### config.mk
export PLATFORM = sky130hd
export DESIGN_NAME = alu_ctrl_seq
export DESIGN_NICKNAME = d
export VERILOG_FILES = /design/src/rtl/alu_ctrl_seq.sv
export SDC_FILE = /design/constraint.sdc
export NUM_CORES = 1
export LEC_CHECK = 0
export CORE_MARGIN = 3
export CORE_UTILIZATION = 46
export DETAILED_ROUTE_END_ITERATION = 16
export GPL_TIMING_DRIVEN = 0
export PLACE_DENSITY_LB_ADDON = 0.12
export SLEW_MARGIN = 20
export SYNTH_ARGS = -nofsm -noshare
export SYNTH_HDL_FRONTEND = slang
export SYNTH_SLANG_ARGS = --single-unit
### constraint.sdc
create_clock -name clk_pi -period 2.05 [get_ports clk_pi]
set_clock_uncertainty 0.05 [all_clocks]
set_input_delay 0.205 -clock clk_pi [delete_from_list [all_inputs] [get_ports clk_pi]]
set_output_delay 0.205 -clock clk_pi [all_outputs]
set_load 0.02 [all_outputs]
### src/rtl/alu_ctrl_seq.sv
// alu_ctrl_seq: fetch/decode/execute sequencer driving the ALU control interface
// Ports: clk_pi/reset_n_pi (sync, active-low); instr_req_po/instr_addr_po/instr_valid_pi/instr_pi
// fetch handshake; ALU strobes, alu_func_po, immediate_po, rd/rs1/rs2_po decoded fields;
// carry/borrow_flag_po architectural flags fed from alu_carry/borrow_pi; rf_we_po, mem_rd/wr_po,
// branch_po side strobes; halted_po after HALT.
module alu_ctrl_seq #(
  parameter int PC_W = 16,
  parameter logic [PC_W-1:0] RESET_PC = '0
) (
  input  logic            clk_pi,
  input  logic            reset_n_pi,
  output logic            instr_req_po,
  output logic [PC_W-1:0] instr_addr_po,
  input  logic            instr_valid_pi,
  input  logic [15:0]     instr_pi,
  output logic            arith_1op_po,
  output logic            arith_2op_po,
  output logic            addi_po,
  output logic            subi_po,
  output logic            load_or_store_po,
  output logic            stc_cmd_po,
  output logic            stb_cmd_po,
  output logic [2:0]      alu_func_po,
  output logic [5:0]      immediate_po,
  output logic [2:0]      rd_po,
  output logic [2:0]      rs1_po,
  output logic [2:0]      rs2_po,
  output logic            carry_flag_po,
  output logic            borrow_flag_po,
  input  logic            alu_carry_pi,
  input  logic            alu_borrow_pi,
  output logic            rf_we_po,
  output logic            mem_rd_po,
  output logic            mem_wr_po,
  output logic            branch_po,
  output logic            halted_po
);
  typedef enum logic [1:0] {FETCH, DECODE, EXEC, HALTED} state_t;
  state_t state, state_nx;
  logic [PC_W-1:0] pc;
  logic [15:0] ir;
  logic carry_q, borrow_q;
  logic [10:0] strb_q, strb_d;
  logic [3:0] op;
  logic [11:0] ctl;
  logic is_ctl, ctl_rst, ctl_halt, cap_c, cap_b;
  always_comb begin
    op = ir[15:12];
    ctl = ir[11:0];
    is_ctl = op == 4'hf;
    ctl_rst = is_ctl && ctl == 12'haaa;
    ctl_halt = is_ctl && ctl == 12'hfff;
    // {arith_1op, arith_2op, addi, subi, ls, stc, stb, rf_we, mem_rd, mem_wr, branch}
    strb_d = {op == 4'h2, op == 4'h1, op == 4'h4, op == 4'h5, op == 4'h6 || op == 4'h7,
              is_ctl && ctl == 12'h001, is_ctl && ctl == 12'h002, op inside {[4'h1:4'h5]},
              op == 4'h6, op == 4'h7, op inside {[4'h8:4'hc]}};
    // 2op funcs 000/001 are ADD/ADDC, 010/011 are SUB/SUBB
    cap_c = (op == 4'h1 && ir[2:1] == 2'b00) || op == 4'h4 || (is_ctl && ctl == 12'h001);
    cap_b = (op == 4'h1 && ir[2:1] == 2'b01) || op == 4'h5 || (is_ctl && ctl == 12'h002);
  end
  always_comb begin
    state_nx = state == FETCH  ? (instr_valid_pi ? DECODE : FETCH) :
               state == DECODE ? (ctl_halt ? HALTED : EXEC) :
               state == EXEC   ? FETCH : HALTED;
  end
  always_comb begin
    instr_req_po = state == FETCH;
    instr_addr_po = pc;
    halted_po = state == HALTED;
    {arith_1op_po, arith_2op_po, addi_po, subi_po, load_or_store_po, stc_cmd_po, stb_cmd_po,
     rf_we_po, mem_rd_po, mem_wr_po, branch_po} = strb_q;
    alu_func_po = ir[2:0];
    immediate_po = ir[5:0];
    rd_po = ir[11:9];
    rs1_po = ir[8:6];
    rs2_po = ir[5:3];
    carry_flag_po = carry_q;
    borrow_flag_po = borrow_q;
  end
  always_ff @(posedge clk_pi) begin
    if (!reset_n_pi) begin
      state <= FETCH;
      pc <= RESET_PC;
      ir <= '0;
      carry_q <= 1'b0;
      borrow_q <= 1'b0;
      strb_q <= '0;
    end else begin
      state <= state_nx;
      strb_q <= state == DECODE ? strb_d : '0;
      if (state == FETCH && instr_valid_pi) begin
        ir <= instr_pi;
        pc <= pc + PC_W'(1);
      end
      if (state == EXEC) begin
        pc <= ctl_rst ? RESET_PC : pc;
        carry_q <= ctl_rst ? 1'b0 : cap_c ? alu_carry_pi : carry_q;
        borrow_q <= ctl_rst ? 1'b0 : cap_b ? alu_borrow_pi : borrow_q;
      end
    end
  end
endmodule

==> flow_summary.yaml <==
setup_path:
  critPathKind: "reg -> reg"
  timing.reg2reg.setup_slack_ns: 0.20
  ff2ff_path_depth: 5
  cp.arrival_ns: 1.98
  worstSetupStartpointType: "flip-flop"
  crit_required_ns: 2.18
  cp_max_fo: 10
  crit_path_end_kind: "flip-flop"
clocking:
  cts_sinks: 47
  htreeDepth: 2
  clk_latency_ns: 0.29
  cts_setup_buffers: 0
  cts_buffer_depth: 2
  cts.clk_slew.worst_paths_ns: 0.08
  cts_root_buf: "clkbuf_8"
  cts_tree: "yes"
  numCtsBuffers: 5
synthesis:
  synth_seq_cells: 47
  synthCells: 267
  ys_seq_area_share_pct: 42.63
  synth_cell_types: 45
  synth.avg_cell_area_um2: 8.266
  synth_fp_nets: 289
  synth.cell_area_mm2: 0.002207
  yosysWarnings: 0
detailed_routing:
  vias: 2120
  drt_pass1_iterations: 4
  wl_per_cell_um: 13.36
  first_iter_violations: 143
  drtAntennaViolNets: 0
  viasPerCell: 5.367
  wl_mm: 5.277
  drc: 0
grt:
  grt_overflow: 0
  antenna_found_initial: 0
  grt_usage_pct: 19.67
  grt_pass1_wl_mm: 8.652
  grt_max_degree: 14
  grt_pass1_vias: 1908
floorplanning:
  placement_rows: 24
  initial_core_util_pct: 49.00
  die_w_um: 75.27
  ioPinCount: 70
  core-area_mm2: 0.004504
  die_h_um: 75.27
  die_area_mm2: 0.005666
timing:
  fmax_mhz: 541.8
  setup_viol: 0
  drv_slew: 0
  relSlewSlack_pct: 67.80
  min_period_over_period_pct: 90.03
  fin_hold_ws_ns: 0.4024
  fin_crit_ns: 1.846
  fin_ws_ns: 0.2043
  tightestPinTransition_ns: 0.4792
  finalHoldViolations: 0
  rsz0062_at_grt: "no"
  setup_tns_ns: 0
power:
  leakagePower_nw: 1.150
  ir_drop_mv: 0.3944
  total_power_w: 0.001859
  pwr_density_cell_mw_per_mm2: 605.8
status:
  status: "complete, no violations"
final_layout:
  flow.area_growth_from_synthesis_pct: 39.00
  fin_nets: 365
  diodes: 0
  drive_above_1_share_pct: 9.621
  n_fill_cell: 404
place:
  dp_hpwl_mm: 3.854
  preCtsSetupSlack_ns: -0.06100
  gp_congestion: 0.8219
  port_buffers: 69
flow_run:
  cap_violations: 0
worst_hold_path:
  hold-path-cell-count: 3
  holdCritPathClass: "in -> reg"
[cells in the final DEF (no fill, tap or decap), types with 6 or more instances in the layout]
master            n
a31oi_1           7
buf_4            18
nor3_1            9
clkdlybuf4s50_1  69
nand2_1          46
a21oi_1          21
nand4_1           8
nor2_1           11
clkbuf_8          6
nand3_1           7
and2_1            7
o21ai_0          17
dfxtp_1          47
clkbuf_1         12
[kinds of logic after synthesis]
family,after synthesis,share of synthesized area [%]
compound gates,63,17.40
fa+ha+maj,1,0.5668
buf+inv,36,9.580
flops,47,42.63
mux,3,1.361
simple gates,117,28.46
[power by group]
part           total (W)  switching, W  leakage (nW)  internal [W]
logic           0.000316      0.000158         0.721      0.000158
clock network   0.000562      0.000297        0.0470      0.000265
registers       0.000981     0.0000400         0.382      0.000941
[cells in the mapped netlist (all sizes together)]
library cell / count / area (um2)
and3: 2 / 12.51
a311oi: 2 / 23.77
nand2: 46 / 172.7
o2111ai: 1 / 8.760
or2: 1 / 6.260
or3: 2 / 12.51
or2b: 1 / 7.510
a21oi: 21 / 105.1
a221o: 1 / 10.01
or3b: 1 / 8.760
nor3: 9 / 45.04
a211oi: 1 / 7.510
ha: 1 / 12.51
o21a: 3 / 22.52
o31ai: 3 / 22.52
nand2b: 3 / 18.77
dfxtp: 47 / 940.9
nor4: 4 / 46.29
buf: 20 / 151.4
nor4bb: 2 / 20.02
nor2: 11 / 41.29
inv: 4 / 15.01
nor3b: 2 / 15.01
o21ai: 18 / 90.08
clkbuf: 12 / 45.04
nor2b: 4 / 25.02
o2111a: 1 / 11.26
and4b: 2 / 20.02
o211ai: 4 / 30.03
mux2i: 3 / 30.03
nand4b: 1 / 8.760
and4: 2 / 17.52
a31o: 1 / 8.760
and2: 7 / 43.79
nand4: 9 / 62.56
nor4b: 1 / 8.760
a31oi: 7 / 43.79
nand3: 7 / 35.03
[critical path, stage by stage (launching register included)]
cell and delay (ns):
dfxtp_1 0.38, nor4_4 0.42, nand4_4 0.23, o21ai_1 0.27, buf_2 0.27, a31oi_1 0.11
[state kept, by name, summed over array words and instances, names as in the netlist]
register,flops
state,2
borrow_flag_po,1
carry_flag_po,1
strb_q,11
instr_addr_po,16
ir,16
[what timing repair did]
item	4_1_cts	5_1_grt
hold buffers	0	0
resized for setup	0	2
endpoints found under the setup margin	0	11
[final timing paths]
kind                                  from                             to
max                     ir[4]$_SDFFE_PN0P_  instr_addr_po[4]$_SDFFE_PN0P_
min                           instr_pi[11]            ir[11]$_SDFFE_PN0P_
max reg2reg             ir[4]$_SDFFE_PN0P_  instr_addr_po[4]$_SDFFE_PN0P_
min reg2reg  instr_addr_po[8]$_SDFFE_PN0P_  instr_addr_po[8]$_SDFFE_PN0P_
[final cells by class]
cell class | instances | area (um2) | share of cell area, %
repair buffers | 69 | 690.7 | 22.51
inverters | 4 | 15.01 | 0.4894
plain buffers | 32 | 196.4 | 6.403
clock buffers | 6 | 82.58 | 2.692
multi-input cells | 184 | 1072 | 34.95
flip-flops and latches | 47 | 940.9 | 30.67
well taps | 52 | 65.06 | 2.121
clock inverters | 1 | 5.005 | 0.1631
[through the flow]
step | area (um2) | utilization [%] | std cells
5_1_grt | 3068 | 68.11 | 395
2_1_floorplan | 2207 | - | 267
4_1_cts | 3050 | 67.72 | 395
3_5_place_dp | 2963 | 65.78 | 388
3_3_place_gp | 2963 | 65.78 | 388
6_report | 3068 | 68.11 | 395
[layer usage]
metal / vias to the layer above / share of wire [%] / GRT usage, %
li1: 1086 / - / -
met1: 952 / 46 / 27.88
met3: 4 / 6.8 / 5.073
met5: - / 0 / 0
met4: 0 / 0.83 / 5.825
met2: 78 / 46 / 29.50
Note: power is estimated with default switching activity, not from simulation.
